--- config.mk ---
export PLATFORM = sky130hd
export DESIGN_NAME = hash_sequencer_flat
export DESIGN_NICKNAME = d
export VERILOG_FILES = /design/src/rtl/hash_pkg.sv /design/src/rtl/hash_sequencer_if.sv /design/src/rtl/hash_sequencer.sv /design/src/flat_wrapper.sv
export SDC_FILE = /design/constraint.sdc
export NUM_CORES = 1
export LEC_CHECK = 0
export CAP_MARGIN = 20
export CORE_ASPECT_RATIO = 0.8
export CORE_MARGIN = 4
export CORE_UTILIZATION = 50
export CTS_BUF_LIST = sky130_fd_sc_hd__clkbuf_4 sky130_fd_sc_hd__clkbuf_8
export DETAILED_ROUTE_END_ITERATION = 7
export GPL_TIMING_DRIVEN = 0
export PLACE_DENSITY = 0.82
export RECOVER_POWER = 100
export REMOVE_ABC_BUFFERS = 1
export SLEW_MARGIN = 10
export SYNTH_ARGS = -nofsm -noshare
export SYNTH_HDL_FRONTEND = slang
export SYNTH_SLANG_ARGS = --single-unit
export TNS_END_PERCENT = 100
--- constraint.sdc ---
create_clock -name clock -period 3.5 [get_ports clock]
set_clock_uncertainty 0.15 [all_clocks]
set_input_delay 1.05 -clock clock [delete_from_list [all_inputs] [get_ports clock]]
set_output_delay 1.05 -clock clock [all_outputs]
set_load 0.02 [all_outputs]
--- src/rtl/hash_pkg.sv ---
// hash_pkg: types and constants shared by the hash
// sequencer, hash assembler and compression engine.
package hash_pkg;

  localparam int HASH_LENGTH  = 8;
  localparam int WORD_WIDTH   = 32;
  localparam int DIGEST_WIDTH = HASH_LENGTH * WORD_WIDTH;

  typedef enum logic [2:0] {
    HS_IDLE,
    HS_LOAD,
    HS_LOAD_DONE,
    HS_COMP_START,
    HS_COMP_WAIT,
    HS_WRITE,
    HS_DONE
  } hash_seq_state_t;

  // Digest word i lives at bits [32*i +: 32].
  function automatic logic [WORD_WIDTH-1:0] digest_word(
    input logic [DIGEST_WIDTH-1:0] d,
    input int unsigned             i
  );
    return d[WORD_WIDTH*i +: WORD_WIDTH];
  endfunction

endpackage

--- src/rtl/hash_sequencer_if.sv ---
// hash_sequencer_if: job control, hash SRAM, assembler,
// compression engine and output SRAM signals.
interface hash_sequencer_if #(
  parameter int SRAM_ADDR_WIDTH = 16,
  parameter int HW = $clog2(hash_pkg::HASH_LENGTH),
  parameter int DW = hash_pkg::DIGEST_WIDTH
);

  logic                       start;
  logic [7:0]                 num_blocks;
  logic                       busy;
  logic                       done;
  logic                       hsram_rd_en;
  logic [SRAM_ADDR_WIDTH-1:0] hsram_addr;
  logic [31:0]                hsram_rd_data;
  logic                       hash_enable;
  logic [HW-1:0]              hash_address;
  logic [31:0]                hash_data;
  logic                       hash_addr_complete;
  logic                       compress_start;
  logic                       compress_done;
  logic [DW-1:0]              digest;
  logic                       out_wr_en;
  logic [SRAM_ADDR_WIDTH-1:0] out_addr;
  logic [31:0]                out_wr_data;

  modport master (
    input  start, num_blocks, hsram_rd_data,
    input  compress_done, digest,
    output busy, done, hsram_rd_en, hsram_addr,
    output hash_enable, hash_address, hash_data,
    output hash_addr_complete, compress_start,
    output out_wr_en, out_addr, out_wr_data
  );

  modport slave (
    output start, num_blocks, hsram_rd_data,
    output compress_done, digest,
    input  busy, done, hsram_rd_en, hsram_addr,
    input  hash_enable, hash_address, hash_data,
    input  hash_addr_complete, compress_start,
    input  out_wr_en, out_addr, out_wr_data
  );

endinterface

--- src/rtl/hash_sequencer.sv ---
// hash_sequencer: loads H0..H7 into the assembler, runs
// one compression per block, writes the digest out.
module hash_sequencer #(
  parameter int HASH_LENGTH = 8,
  parameter int SRAM_ADDR_WIDTH = 16,
  parameter logic [SRAM_ADDR_WIDTH-1:0] H_BASE_ADDR = '0,
  parameter logic [SRAM_ADDR_WIDTH-1:0] OUT_BASE_ADDR = '0
) (
  input logic              clock,
  input logic              reset,
  hash_sequencer_if.master bus
);

  import hash_pkg::*;

  localparam int HW = $clog2(HASH_LENGTH);
  localparam int DW = HASH_LENGTH * WORD_WIDTH;
  localparam logic [HW-1:0] LAST = HW'(HASH_LENGTH - 1);

  hash_seq_state_t       state;
  hash_seq_state_t       state_nx;
  logic [7:0]            blocks_left;
  logic [HW-1:0]         rd_idx;
  logic [HW-1:0]         wr_idx;
  logic [HW-1:0]         hash_idx;
  logic                  rd_vld;
  logic                  hash_en;
  logic [WORD_WIDTH-1:0] hash_word;
  logic [DW-1:0]         digest_reg;
  logic                  comp_last;

  assign comp_last = (blocks_left <= 8'd1);

  // State register.
  always_ff @(posedge clock) begin
    if (reset) state <= HS_IDLE;
    else       state <= state_nx;
  end

  // Next-state decode.
  always_comb begin
    state_nx = state;
    unique case (state)
      HS_IDLE:
        if (bus.start) state_nx = HS_LOAD;
      HS_LOAD:
        if (rd_idx == LAST) state_nx = HS_LOAD_DONE;
      HS_LOAD_DONE:
        if (!rd_vld) state_nx = HS_COMP_START;
      HS_COMP_START:
        state_nx = HS_COMP_WAIT;
      HS_COMP_WAIT:
        if (bus.compress_done)
          state_nx = comp_last ? HS_WRITE : HS_COMP_START;
      HS_WRITE:
        if (wr_idx == LAST) state_nx = HS_DONE;
      HS_DONE:
        state_nx = HS_IDLE;
      default:
        state_nx = HS_IDLE;
    endcase
  end

  // Counters, read-valid pipe, held word, digest capture.
  always_ff @(posedge clock) begin
    if (reset) begin
      blocks_left <= '0;
      rd_idx      <= '0;
      wr_idx      <= '0;
      hash_idx    <= '0;
      rd_vld      <= 1'b0;
      hash_en     <= 1'b0;
      hash_word   <= '0;
      digest_reg  <= '0;
    end else begin
      rd_vld <= (state == HS_LOAD);
      if (rd_vld) hash_word <= bus.hsram_rd_data;
      if (state == HS_IDLE && bus.start) begin
        blocks_left <= (bus.num_blocks == 8'd0) ?
                       8'd1 : bus.num_blocks;
        rd_idx      <= '0;
      end
      if (state == HS_LOAD) begin
        rd_idx   <= rd_idx + 1'b1;
        hash_idx <= rd_idx;
        hash_en  <= 1'b1;
      end
      if (state == HS_COMP_WAIT && bus.compress_done) begin
        if (comp_last) begin
          digest_reg <= bus.digest;
          wr_idx     <= '0;
        end else begin
          blocks_left <= blocks_left - 8'd1;
        end
      end
      if (state == HS_WRITE) wr_idx <= wr_idx + 1'b1;
      if (state == HS_DONE)  hash_en <= 1'b0;
    end
  end

  // Output decode; everything idles at zero.
  always_comb begin
    bus.busy               = (state != HS_IDLE);
    bus.done               = (state == HS_DONE);
    bus.hsram_rd_en        = (state == HS_LOAD);
    bus.hsram_addr         = '0;
    bus.hash_enable        = hash_en;
    bus.hash_address       = '0;
    bus.hash_data          = '0;
    bus.hash_addr_complete = (state == HS_LOAD_DONE) && !rd_vld;
    bus.compress_start     = (state == HS_COMP_START);
    bus.out_wr_en          = (state == HS_WRITE);
    bus.out_addr           = '0;
    bus.out_wr_data        = '0;
    if (state == HS_LOAD)
      bus.hsram_addr = H_BASE_ADDR + SRAM_ADDR_WIDTH'(rd_idx);
    if (hash_en) begin
      bus.hash_address = hash_idx;
      bus.hash_data    = rd_vld ? bus.hsram_rd_data : hash_word;
    end
    if (state == HS_WRITE) begin
      bus.out_addr    = OUT_BASE_ADDR + SRAM_ADDR_WIDTH'(wr_idx);
      bus.out_wr_data = digest_reg[WORD_WIDTH*wr_idx +: WORD_WIDTH];
    end
  end

endmodule

--- src/flat_wrapper.sv ---
// flat-port wrapper written by rule: the top's interface ports become plain ports
module hash_sequencer_flat import hash_pkg::*;
#(
  parameter int HASH_LENGTH = 8,
  parameter int SRAM_ADDR_WIDTH = 16,
  parameter logic [SRAM_ADDR_WIDTH-1:0] H_BASE_ADDR = '0,
  parameter logic [SRAM_ADDR_WIDTH-1:0] OUT_BASE_ADDR = '0
)
  (clock, reset, bus_start, bus_num_blocks, bus_hsram_rd_data, bus_compress_done, bus_digest, bus_busy, bus_done, bus_hsram_rd_en, bus_hsram_addr, bus_hash_enable, bus_hash_address, bus_hash_data, bus_hash_addr_complete, bus_compress_start, bus_out_wr_en, bus_out_addr, bus_out_wr_data);
  hash_sequencer_if #(.SRAM_ADDR_WIDTH(SRAM_ADDR_WIDTH)) bus_i ();
  input logic clock;
  input logic reset;
  input wire logic [$bits(bus_i.start)-1:0] bus_start;
  input wire logic [$bits(bus_i.num_blocks)-1:0] bus_num_blocks;
  input wire logic [$bits(bus_i.hsram_rd_data)-1:0] bus_hsram_rd_data;
  input wire logic [$bits(bus_i.compress_done)-1:0] bus_compress_done;
  input wire logic [$bits(bus_i.digest)-1:0] bus_digest;
  output wire logic [$bits(bus_i.busy)-1:0] bus_busy;
  output wire logic [$bits(bus_i.done)-1:0] bus_done;
  output wire logic [$bits(bus_i.hsram_rd_en)-1:0] bus_hsram_rd_en;
  output wire logic [$bits(bus_i.hsram_addr)-1:0] bus_hsram_addr;
  output wire logic [$bits(bus_i.hash_enable)-1:0] bus_hash_enable;
  output wire logic [$bits(bus_i.hash_address)-1:0] bus_hash_address;
  output wire logic [$bits(bus_i.hash_data)-1:0] bus_hash_data;
  output wire logic [$bits(bus_i.hash_addr_complete)-1:0] bus_hash_addr_complete;
  output wire logic [$bits(bus_i.compress_start)-1:0] bus_compress_start;
  output wire logic [$bits(bus_i.out_wr_en)-1:0] bus_out_wr_en;
  output wire logic [$bits(bus_i.out_addr)-1:0] bus_out_addr;
  output wire logic [$bits(bus_i.out_wr_data)-1:0] bus_out_wr_data;
  assign bus_i.start = bus_start;
  assign bus_i.num_blocks = bus_num_blocks;
  assign bus_i.hsram_rd_data = bus_hsram_rd_data;
  assign bus_i.compress_done = bus_compress_done;
  assign bus_i.digest = bus_digest;
  assign bus_busy = bus_i.busy;
  assign bus_done = bus_i.done;
  assign bus_hsram_rd_en = bus_i.hsram_rd_en;
  assign bus_hsram_addr = bus_i.hsram_addr;
  assign bus_hash_enable = bus_i.hash_enable;
  assign bus_hash_address = bus_i.hash_address;
  assign bus_hash_data = bus_i.hash_data;
  assign bus_hash_addr_complete = bus_i.hash_addr_complete;
  assign bus_compress_start = bus_i.compress_start;
  assign bus_out_wr_en = bus_i.out_wr_en;
  assign bus_out_addr = bus_i.out_addr;
  assign bus_out_wr_data = bus_i.out_wr_data;
  hash_sequencer #(.HASH_LENGTH(HASH_LENGTH), .SRAM_ADDR_WIDTH(SRAM_ADDR_WIDTH), .H_BASE_ADDR(H_BASE_ADDR), .OUT_BASE_ADDR(OUT_BASE_ADDR)) u_core (.clock(clock), .reset(reset), .bus(bus_i));
endmodule
==> summary.md, run 1 <==
| Metric | Value |
|---|---|
| Layout Cells excl Fill | `about 2,400` |
| WP data arrival | `around 2.3 ns` |
| CTS root buf | `clkbuf_8` |
| RSZ-0062 raised after global routing | `true` |
| Multi-input gate area | `approximately 7500 µm²` |
| Nets | `~2,200` |
| CTS clk-pin slew, worst paths | `about 0.06 ns` |
| Setup-failing EPs final | `0` |
| Mapped Area | `roughly 15,000 µm²` |
| Pre-CTS WS | `-0.6672 ns` |
| HP Class | `reg -> reg` |
| Die height | `roughly 160 µm` |
| Simple-Gate Fraction of Synth Area | `approximately 22%` |
| Main combinational cell family by area after synthesis | `simple AND/OR/NAND/NOR gates` |
| Starting Density | `around half` |
| H-tree depth | `2` |
| Fillers | `approximately 2,500` |
| Initial antenna violation count | `17` |
| CP Launch Type | `flop` |
| FF/Latch Area | `a little over 6000 µm²` |
| Yosys reg bits | `slightly above 300` |
| Worst r2r path cells | `7` |
| # port buffers | `about 380` |
| Number of library cell types mapped by synthesis | `slightly below 50` |
| HPWL Detailed | `about 28 mm` |
| Rows | `56` |
| Final min period | `3.465 ns` |
| Die area | `roughly 33,000 µm²` |
| First-pass GRT wire length | `66.63 mm` |
| Die W | `just over 200 µm` |
| CORE AREA | `29,570 µm²` |
| Post-CTS Hold Buffers | `0` |
| Fin crit share | `99.00%` |
| Final Hold Viols | `0` |
| Share of layout cells above drive strength 1 | `28.43%` |
| Yosys warning count | `0` |
| RePlAce Congestion | `roughly 0.8` |
| Data required, critical path | `~2.3 ns` |
| Post-Synth Adder-Cell Area | `0.4969%` |
| Synth-to-layout area growth | `31.11%` |
| Crit. End Element | `output pin` |
| Detailed Routing Iterations Pass 1 | `5` |
| CTS Buf Count | `51` |
| Vias in the first global route | `between 10,000 and 15,000` |
| Routed via count | `12,410` |
| Reg2Reg Setup Slack | `0.44 ns` |
| Inst Count DP | `2,250` |
| DRC violation total after the first TritonRoute iteration | `700` |
| Peak supply drop | `approximately 240 µV` |
| Max-cap viol count | `0` |
| Largest register FFs | `between 200 and 300` |
| DR vias/cell | `between 5 and 6` |
| Synth Area in Compound Gates | `roughly 15%` |
| Grt total ovfl | `0` |
| Routed len/inst | `roughly 18 µm` |
| Synth Area in XOR/XNOR | `less than 1%` |
| Primary FF master, synth | `dfxtp_1` |
| Slew margin rel. | `between 10% and 20%` |
| Largest net degree at the start of global routing | `around 100` |
| Sink Count | `310` |
| CTS tree | `built` |
| Worst hold path startpoint | `u_core.digest_reg[174]` |
| Post-route total power | `roughly 7.5 mW` |
| DRC errors left | `0` |
| Number of flops mapped to enable cells by yosys | `0` |
| Worst-path fanout max | `4` |
| Worst hold stages | `2` |
| Slew at the pin closest to its max-slew limit | `about 1.3 ns` |
| End of the worst hold path | `u_core.digest_reg[174]` |
| Upper clock frequency limit | `between 200 and 300 MHz` |
| Setup TNS | `0 ns` |
| Asr flop ratio synth | `0%` |
| GRT Total Usage | `25.12%` |
| Leakage dissipation | `between 6 and 7 nW` |
| Worst r2r dst | `u_core.digest_reg[217]` |
| Synth Area per Inst | `9.574 µm²` |
| Final core occ | `approximately two thirds` |
| Run status | `finished, final reports clean` |
| Seq/Total Area, Yosys | `41.08%` |
| Detailed Route WL | `approximately 43 mm` |
| Clk_lat worst skew | `~0.57 ns` |
| Proportion of synthesized area in mux cells | `between 10% and 20%` |
| Crit Path Category | `reg -> out` |
| Clk buf depth | `3` |
| Post-Synthesis Cells | `between 1,500 and 2,000` |
| Final worst setup slack | `0.03498 ns` |
| R2R Path Start | `u_core.state[2]` |
| Post-route antenna net violation count | `0` |
| Max Transition Viols Final | `0` |
| Power per cell area | `between 300 and 400 nW/µm²` |
| Boundary Pins | `about 400` |
placed cells by master (no fill, tap or decap), types with 4 or more instances in the layout:
master,instances
buf_6,5
nand2_1,320
nor2b_1,34
and2_1,7
diode_2,5
buf_4,29
inv_1,7
dfxtp_2,5
dlygate4sd3_1,27
nor2_1,79
and3_1,4
mux2i_1,70
clkbuf_4,25
dlygate4sd2_1,33
buf_2,17
nand2_2,200
buf_12,16
a21oi_2,99
mux4_2,64
conb_1,26
buf_16,11
clkinv_2,4
clkdlybuf4s50_1,286
ha_1,6
clkbuf_8,63
dfxtp_1,302
a21oi_1,167
nand3_1,10
synthesized netlist by cell type, types with 6 or more instances:
cell type	number	area [µm²]
nand2_1	321	1205
dfxtp_1	310	6206
a21oi_2	200	1752
nand2_2	200	1251
nor2_1	79	296.5
mux2i_1	70	700.7
a21oi_1	66	330.3
mux4_2	64	1441
clkbuf_1	57	214.0
buf_2	35	175.2
nor2b_1	35	219.0
buf_4	32	240.2
buf_12	22	440.4
nand3_1	10	50.05
and2_1	7	43.79
inv_1	7	26.28
ha_1	6	75.07
logic make-up (layout without fill, tap and decap cells):
kind of cell    after synthesis  count (layout)
simple gates                676             677
other cells                   1              31
xor+xnor                      1               1
flops                       310             310
mux                         134             134
compound gates              287             287
fa+ha+maj                     6               6
buf+inv                     163             529
stage by stage:
step	cell area [µm²]	hold slack [ns]
floorplan	14060	0.2726
global placement	18360	0.2857
detailed placement	18820	0.2909
CTS	20260	0.2992
global route	19810	0.3120
finish	19810	0.2996
routing by layer:
| layer | part of all wire (%) | track usage [%] | up-vias |
|---|---|---|---|
| li1 | - | - | 5945 |
| met1 | 40 | 30.75 | 5854 |
| met2 | 48 | 41.74 | 488 |
| met3 | 9.6 | 8.972 | 98 |
| met4 | 2.7 | 8.081 | 22 |
| met5 | 0.31 | 0 | - |
what timing repair did:
action                                  4_1_cts  5_1_grt
gates cloned                                  8        0
resized for setup                           185       17
endpoints found under the setup margin      101       85
pin swaps                                     2        4
buffers inserted                             23        6
report_power, final:
group | total, mW | internal (mW) | switching (mW)
clock | 3.30 | 1.85 | 1.45
sequential | 3.58 | 3.55 | 0.0241
combinational | 0.643 | 0.374 | 0.269
worst max path at each step:
stage | from | to | slack [ns] | cells past startpoint
after floorplan | bus_compress_done | u_core.digest_reg[152] | -5.60 | 4
after global placement | reset | u_core.blocks_left[5] | -10.49 | 2
after detailed placement | bus_compress_done | u_core.digest_reg[207] | -0.67 | 8
after CTS | u_core.wr_idx[0] | bus_out_wr_data[24] | -0.08 | 7
after global routing | u_core.wr_idx[0] | bus_out_wr_data[17] | -0.11 | 7
final | u_core.wr_idx[0] | bus_out_wr_data[13] | 0.03 | 7
critical path: stages (launching register included):
cell and delay (ns):
dfxtp_4 0.39, buf_12 0.13, buf_12 0.10, buf_4 0.10, mux4_2 0.56, mux2i_1 0.16
nor2_1 0.08, buf_4 0.17
area by class of cell:
| class | instances | area share [%] |
|---|---|---|
| antenna | 5 | 0.06316 |
| clock buffer | 85 | 5.211 |
| tap | 406 | 2.564 |
| sequential | 310 | 31.42 |
| inverter | 7 | 0.1326 |
| timing repair buffer | 430 | 22.52 |
| multi-input combinational | 1131 | 37.87 |
| clock inverter | 7 | 0.2148 |
Note: power is estimated with default switching activity, not from simulation.
==> inputs of run 2 (changes only) <==
--- a/config.mk
+++ b/config.mk
@@ -5,14 +5,13 @@
 export SDC_FILE = /design/constraint.sdc
 export NUM_CORES = 1
 export LEC_CHECK = 0
-export CAP_MARGIN = 20
 export CORE_ASPECT_RATIO = 0.8
 export CORE_MARGIN = 4
 export CORE_UTILIZATION = 50
 export CTS_BUF_LIST = sky130_fd_sc_hd__clkbuf_4 sky130_fd_sc_hd__clkbuf_8
 export DETAILED_ROUTE_END_ITERATION = 7
 export GPL_TIMING_DRIVEN = 0
-export PLACE_DENSITY = 0.82
+export PLACE_DENSITY = 0.79
 export RECOVER_POWER = 100
 export REMOVE_ABC_BUFFERS = 1
 export SLEW_MARGIN = 10
==> run 2 against run 1 <==
Sequential power about the same. Critical path depth unchanged. Final cell count shrank 0.17%.
==> summary.md, run 2 (same netlist as run 1, synthesis figures left out) <==
| Metric | Value |
|---|---|
| Crit. End Element | `output pin` |
| Die height | `163.5 µm (unchanged)` |
| Slew margin rel. | `12.13% (-0.71 points)` |
| Nets | `2,239 (+0.089%)` |
| Leading cell types in the layout, fill and taps excluded | `nand2_1, dfxtp_1, clkdlybuf4s50_1` |
| FF/Latch Area | `6228 µm² (about the same)` |
| Initial antenna violation count | `14 (-3)` |
| Layout Cells excl Fill | `2,377 (-0.17%)` |
| Commonest non-fill, non-tap cell in the layout | `nand2_1` |
| Crit Path Category | `reg -> out` |
| Slew at the pin closest to its max-slew limit | `1.318 ns (+0.01068 ns)` |
| First-pass GRT wire length | `66.74 mm (+0.15%)` |
| Peak supply drop | `284.6 µV (+21%)` |
| Clk_lat worst skew | `0.58 ns (about the same)` |
| Die W | `202.3 µm (unchanged)` |
| Reg power frac | `48.9% (+1.3 points)` |
| Synth-to-layout area growth | `29.73%` |
| Detailed Routing Iterations Pass 1 | `8 (+3)` |
| Largest stage delay on the critical path | `0.48 ns (-0.08 ns)` |
| Multi-input gate area | `7445 µm² (-0.77%)` |
| Crit path cell chain | `buf_12 > buf_16 > buf_4 > mux4_2 > mux2i_1 > nor2_1 > buf_2` |
| Final core occ | `66.29% (-0.71 points)` |
| DRC errors left | `0 (unchanged)` |
| RePlAce Congestion | `0.8276 (+3.3%)` |
| Max Transition Viols Final | `0 (unchanged)` |
| Rows | `56 (unchanged)` |
| HPWL Detailed | `28.86 mm (+1.4%)` |
| Worst-path fanout max | `17 (+13)` |
| Sink Count | `310 (unchanged)` |
| Upper clock frequency limit | `287.0 MHz (-0.54%)` |
| Setup-failing EPs final | `0 (unchanged)` |
| DRC violation total after the first TritonRoute iteration | `751 (+7.3%)` |
| Largest net degree at the start of global routing | `105 (+1.9%)` |
| Boundary Pins | `406 (unchanged)` |
| Final Hold Viols | `0 (unchanged)` |
| # port buffers | `379 (unchanged)` |
| Final min period | `3.484 ns (+0.01897 ns)` |
| CTS root buf | `clkbuf_8` |
| Setup TNS | `0 ns (unchanged)` |
| GRT Total Usage | `25.22% (+0.099 points)` |
| Leakage dissipation | `6.634 nW (-1.3%)` |
| Data required, critical path | `2.30 ns (about the same)` |
| CTS clk-pin slew, worst paths | `0.07 ns (about the same)` |
| Vias in the first global route | `12,270 (-1.1%)` |
| Pint | `5.609 mW (-2.9%)` |
| Largest register FFs | `256 (unchanged)` |
| CP Launch Type | `flop` |
| H-tree depth | `2 (unchanged)` |
| Fin crit share | `99.54% (+0.54 points)` |
| Clock power share | `42.3% (-1.6 points)` |
| DR vias/cell | `5.246 (+0.67%)` |
| Detailed Route WL | `43.76 mm (+0.95%)` |
| Die area | `33,080 µm² (unchanged)` |
| Starting Density | `51.10% (unchanged)` |
| HP Class | `reg -> reg` |
| Sw frac | `23.43% (+0.29 points)` |
| Slowest CP cell | `mux4_2` |
| Inst Count DP | `2,250 (unchanged)` |
| Share of layout cells above drive strength 1 | `26.95% (-1.5 points)` |
| CORE AREA | `29,570 µm² (unchanged)` |
| RSZ-0062 raised after global routing | `true` |
| WP data arrival | `2.28 ns (about the same)` |
| Routed via count | `12,470 (+0.50%)` |
| Clk buf depth | `3 (unchanged)` |
| Combinational share of power | `8.8% (+0.2 points)` |
| Run status | `finished, final reports clean` |
| Fillers | `2,489 (+0.32%)` |
| Grt total ovfl | `0 (unchanged)` |
| CTS tree | `built` |
| Routed len/inst | `18.41 µm (+1.1%)` |
| Max-cap viol count | `0 (unchanged)` |
| Post-route antenna net violation count | `0 (unchanged)` |
| Power per cell area | `373.8 nW/µm² (-1.5%)` |
| Hold WS | `0.2999 ns (+0.0003330 ns)` |
| Sw power | `1.716 mW (-1.3%)` |
| Post-CTS Hold Buffers | `0 (unchanged)` |
| CTS Buf Count | `49 (-3.9%)` |
## run 2: cell count changes in the layout (fill, tap and decap cells not counted), moves of 3 or more
cell	change
a21oi_1	+11
a21oi_2	-11
buf_12	-6
buf_4	+4
clkbuf_4	-8
clkbuf_8	-4
clkdlybuf4s15_2	+6
clkinvlp_4	-3
diode_2	+3
nand2_1	+13
nand2_2	-13
## run 2: worst paths after layout
check	start	to	slack, ns	cells after the start
setup / recovery	u_core.wr_idx[0]	bus_out_wr_data[15]	0.02	7
hold / removal	u_core.digest_reg[186]	u_core.digest_reg[186]	0.30	2
setup reg to reg	u_core.state[2]	u_core.digest_reg[191]	0.41	8
hold reg to reg	u_core.digest_reg[186]	u_core.digest_reg[186]	0.30	2
## run 2: critical path: cells and delay by family (launching register included)
| kind | cells | cell delay (ns) |
|---|---|---|
| muxes | 2 | 0.64 |
| buffers and inverters | 4 | 0.63 |
| DFF | 1 | 0.38 |
| and+or+nand+nor | 1 | 0.05 |
## run 2: through the flow
step                total power, mW  setup slack [ns]  area, µm²
floorplan                     3.802            -5.600      14060
global placement              4.316            -10.64      18360
detailed placement            4.322           -0.9144      18820
CTS                           7.414          -0.06430      20050
global route                  7.593          -0.08148      19590
finish                        7.326           0.01601      19600
## run 2: what timing repair did
action,4_1_cts,5_1_grt
gates cloned,6,0
pin swaps,2,2
setup endpoints to repair,135,45
setup buffers,17,15
resized for setup,151,39
## run 2: layout make-up
type	instances	area share [%]
Antenna cell	8	0.1021
Clock buffer	75	4.756
Clock inverter	6	0.1532
Inverter	7	0.1341
Multi-Input combinational cell	1132	37.98
Sequential cell	310	31.78
Tap cell	406	2.592
Timing Repair Buffer	433	22.50
## run 2: power groups by stage
stage               sequential, mW  combinational, mW  clock [mW]
finish                        3.58              0.646        3.10
global route                  3.58              0.683        3.33
CTS                           3.58              0.670        3.16
detailed placement            3.66              0.664           0
global placement              3.66              0.653           0
floorplan                     3.66              0.147           0
## run 2: metal layers
layer  vias up  track usage, %  share of wire, %
li1       5945               -                 -
met1      5921           31.73                41
met2       465           40.20                46
met3       122           8.853               9.3
met4        16           9.685               3.8
met5         -               0              0.24
==> patch, RTL diff (flow settings as in run 2) <==
`SRAM_ADDR_WIDTH` is set to 16 in 3 places; all go to 17.
--- a/src/rtl/hash_sequencer_if.sv
+++ b/src/rtl/hash_sequencer_if.sv
@@ -1,7 +1,7 @@
 // hash_sequencer_if: job control, hash SRAM, assembler,
 // compression engine and output SRAM signals.
 interface hash_sequencer_if #(
-  parameter int SRAM_ADDR_WIDTH = 16,
+  parameter int SRAM_ADDR_WIDTH = 17,
   parameter int HW = $clog2(hash_pkg::HASH_LENGTH),
   parameter int DW = hash_pkg::DIGEST_WIDTH
 );
--- a/src/rtl/hash_sequencer.sv
+++ b/src/rtl/hash_sequencer.sv
@@ -2,7 +2,7 @@
 // one compression per block, writes the digest out.
 module hash_sequencer #(
   parameter int HASH_LENGTH = 8,
-  parameter int SRAM_ADDR_WIDTH = 16,
+  parameter int SRAM_ADDR_WIDTH = 17,
   parameter logic [SRAM_ADDR_WIDTH-1:0] H_BASE_ADDR = '0,
   parameter logic [SRAM_ADDR_WIDTH-1:0] OUT_BASE_ADDR = '0
 ) (
--- a/src/flat_wrapper.sv
+++ b/src/flat_wrapper.sv
@@ -2,7 +2,7 @@
 module hash_sequencer_flat import hash_pkg::*;
 #(
   parameter int HASH_LENGTH = 8,
-  parameter int SRAM_ADDR_WIDTH = 16,
+  parameter int SRAM_ADDR_WIDTH = 17,
   parameter logic [SRAM_ADDR_WIDTH-1:0] H_BASE_ADDR = '0,
   parameter logic [SRAM_ADDR_WIDTH-1:0] OUT_BASE_ADDR = '0
 )
Interface: changed (resized bus_hsram_addr and bus_out_addr); port bits go from 406 to 408. No check against the original RTL was run, so the function may have changed too.
==> patch against run 2 <==
- the run now ends with capacitance limit, slew limit left
- synthesized area about the same
- first-iteration DRC count increased by 7.1%
- total power increased by 2.3%
- sequential cell count unchanged
- wire length fell by 2.0%
- sequential share of layout area is 0.11 points lower
- setup slack gained 0.0027 ns
- final area increased by 0.27%
- critical path type unchanged
- largest cell class unchanged
- largest power group unchanged
- highest routed layer unchanged
==> patch: results (changes against run 2) <==
Post-synthesis mux area share -> 14.2% (about the same)
Critical Path Fanout Max -> 13 (-4)
Sequential cell area share -> 31.7% (-0.11 points)
Non-clk bufs -> 426 (-1.6%)
R2R depth -> 6 (-2)
Tightest Pin Transition -> 2.35 ns (+1.03 ns)
WL final -> 42.9 mm (-2.0%)
Aggregate global-route resource usage -> 25.0% (-0.25 points)
Drt first pass iters -> 5 (-3)
Clock Pin Slew Worst Setup and Hold Paths -> 0.06 ns
Failing checks -> capacitance limit, slew limit
Number of non-clock inverters -> 7 (unchanged)
Final instance area -> 19700 µm² (+0.27%)
Worst setup endpoint -> bus_out_wr_data[21]
Min-delay src -> u_core.digest_reg[196]
# diodes -> 6 (-2)
Worst hold path type -> reg -> reg
WHS Path Cells -> 2 (unchanged)
FF-to-FF Start -> u_core.state[2]
Vias in the first global route -> 12.5k (+2.0%)
H-Tree Depth -> 2 (unchanged)
Post-synthesis xor/xnor area fraction -> 0.0579% (about the same)
Sequential share of the synthesized area -> 41.0% (about the same)
Compound-cell area share of the yosys netlist -> 14.9% (about the same)
Antenna violations before repair -> 8 (-6)
RePlAce Congestion -> 0.836 (+0.99%)
Post-DRT Antenna Nets -> 0 (unchanged)
Clock buf/inv share -> 5.35% (+0.45 points)
VDD IR max -> 0.265 mV (-6.7%)
Vias per cell -> 5.18 (-1.2%)
Flop-to-flop setup slack -> 0.47 ns (+0.06 ns)
Total number of sequential cells -> 310 (unchanged)
Post-layout util -> 66.5% (+0.18 points)
Critical Path Source -> u_core.wr_idx[0]
Num CTS Buffers -> 51 (+4.1%)
Worst Hold Path EP -> u_core.digest_reg[196]
Static leakage -> 6.64 nW (+0.10%)
CLK BUF -> 82 (+9.3%)
End of the worst register-to-register path -> u_core.digest_reg[194]
Max-cap violations -> 1 (+1)
Pin count of the biggest net entering global routing -> 104 (-0.95%)
Synth Area in Adders -> 0.496% (about the same)
Global-route wire length before repair -> 66.6 mm (-0.22%)
Initial DRC count -> 804 (+7.1%)
Post-DP HPWL -> 28.4 mm (-1.5%)
Fill cells -> 2522 (+1.3%)
Nets -> 2234 (-0.22%)
Post-place instance area -> 18800 µm² (unchanged)
Pins Over Slew Limit -> 100 (+100)
Outcome -> finished with violations
Ranking of synthesized cells by area -> dfxtp_1 (41%), a21oi_2 (12%), mux4_2 (9.5%), nand2_2 (8.3%), nand2_1 (8.0%)
Fraction of area in non-clock buffers -> 22.3% (-0.25 points)
Clk root buf -> clkbuf_8
-- patch: power by group --
part	internal [W]	switching [W]
Clock	0.00183	0.00144
Combinational	0.000375	0.000263
Sequential	0.00355	0.0000239
Total	0.00576	0.00173
-- patch: timing repair --
item | 4_1_cts | 5_1_grt
gates resized for setup | 180 | 25
endpoints found under the setup margin | 76 | 28
cloned | 3 | 0
buffers inserted | 21 | 6
pin swaps | 1 | 2
-- patch: through the flow --
| step | hold WS (ns) | instances | setup slack (ns) |
|---|---|---|---|
| 3_3_place_gp | 0.286 | 2234 | -10.66 |
| 6_report | 0.298 | 2374 | 0.0187 |
| 4_1_cts | 0.301 | 2363 | -0.0522 |
| 2_1_floorplan | 0.273 | 1449 | -5.60 |
| 5_1_grt | 0.313 | 2373 | -0.0814 |
| 3_5_place_dp | 0.292 | 2252 | -0.372 |
-- patch: metal layers --
metal,track usage [%],share of wire (%)
met1,31.3,41
met2,41.1,47
met3,7.56,8.3
met4,9.16,2.7
met5,0,0.096
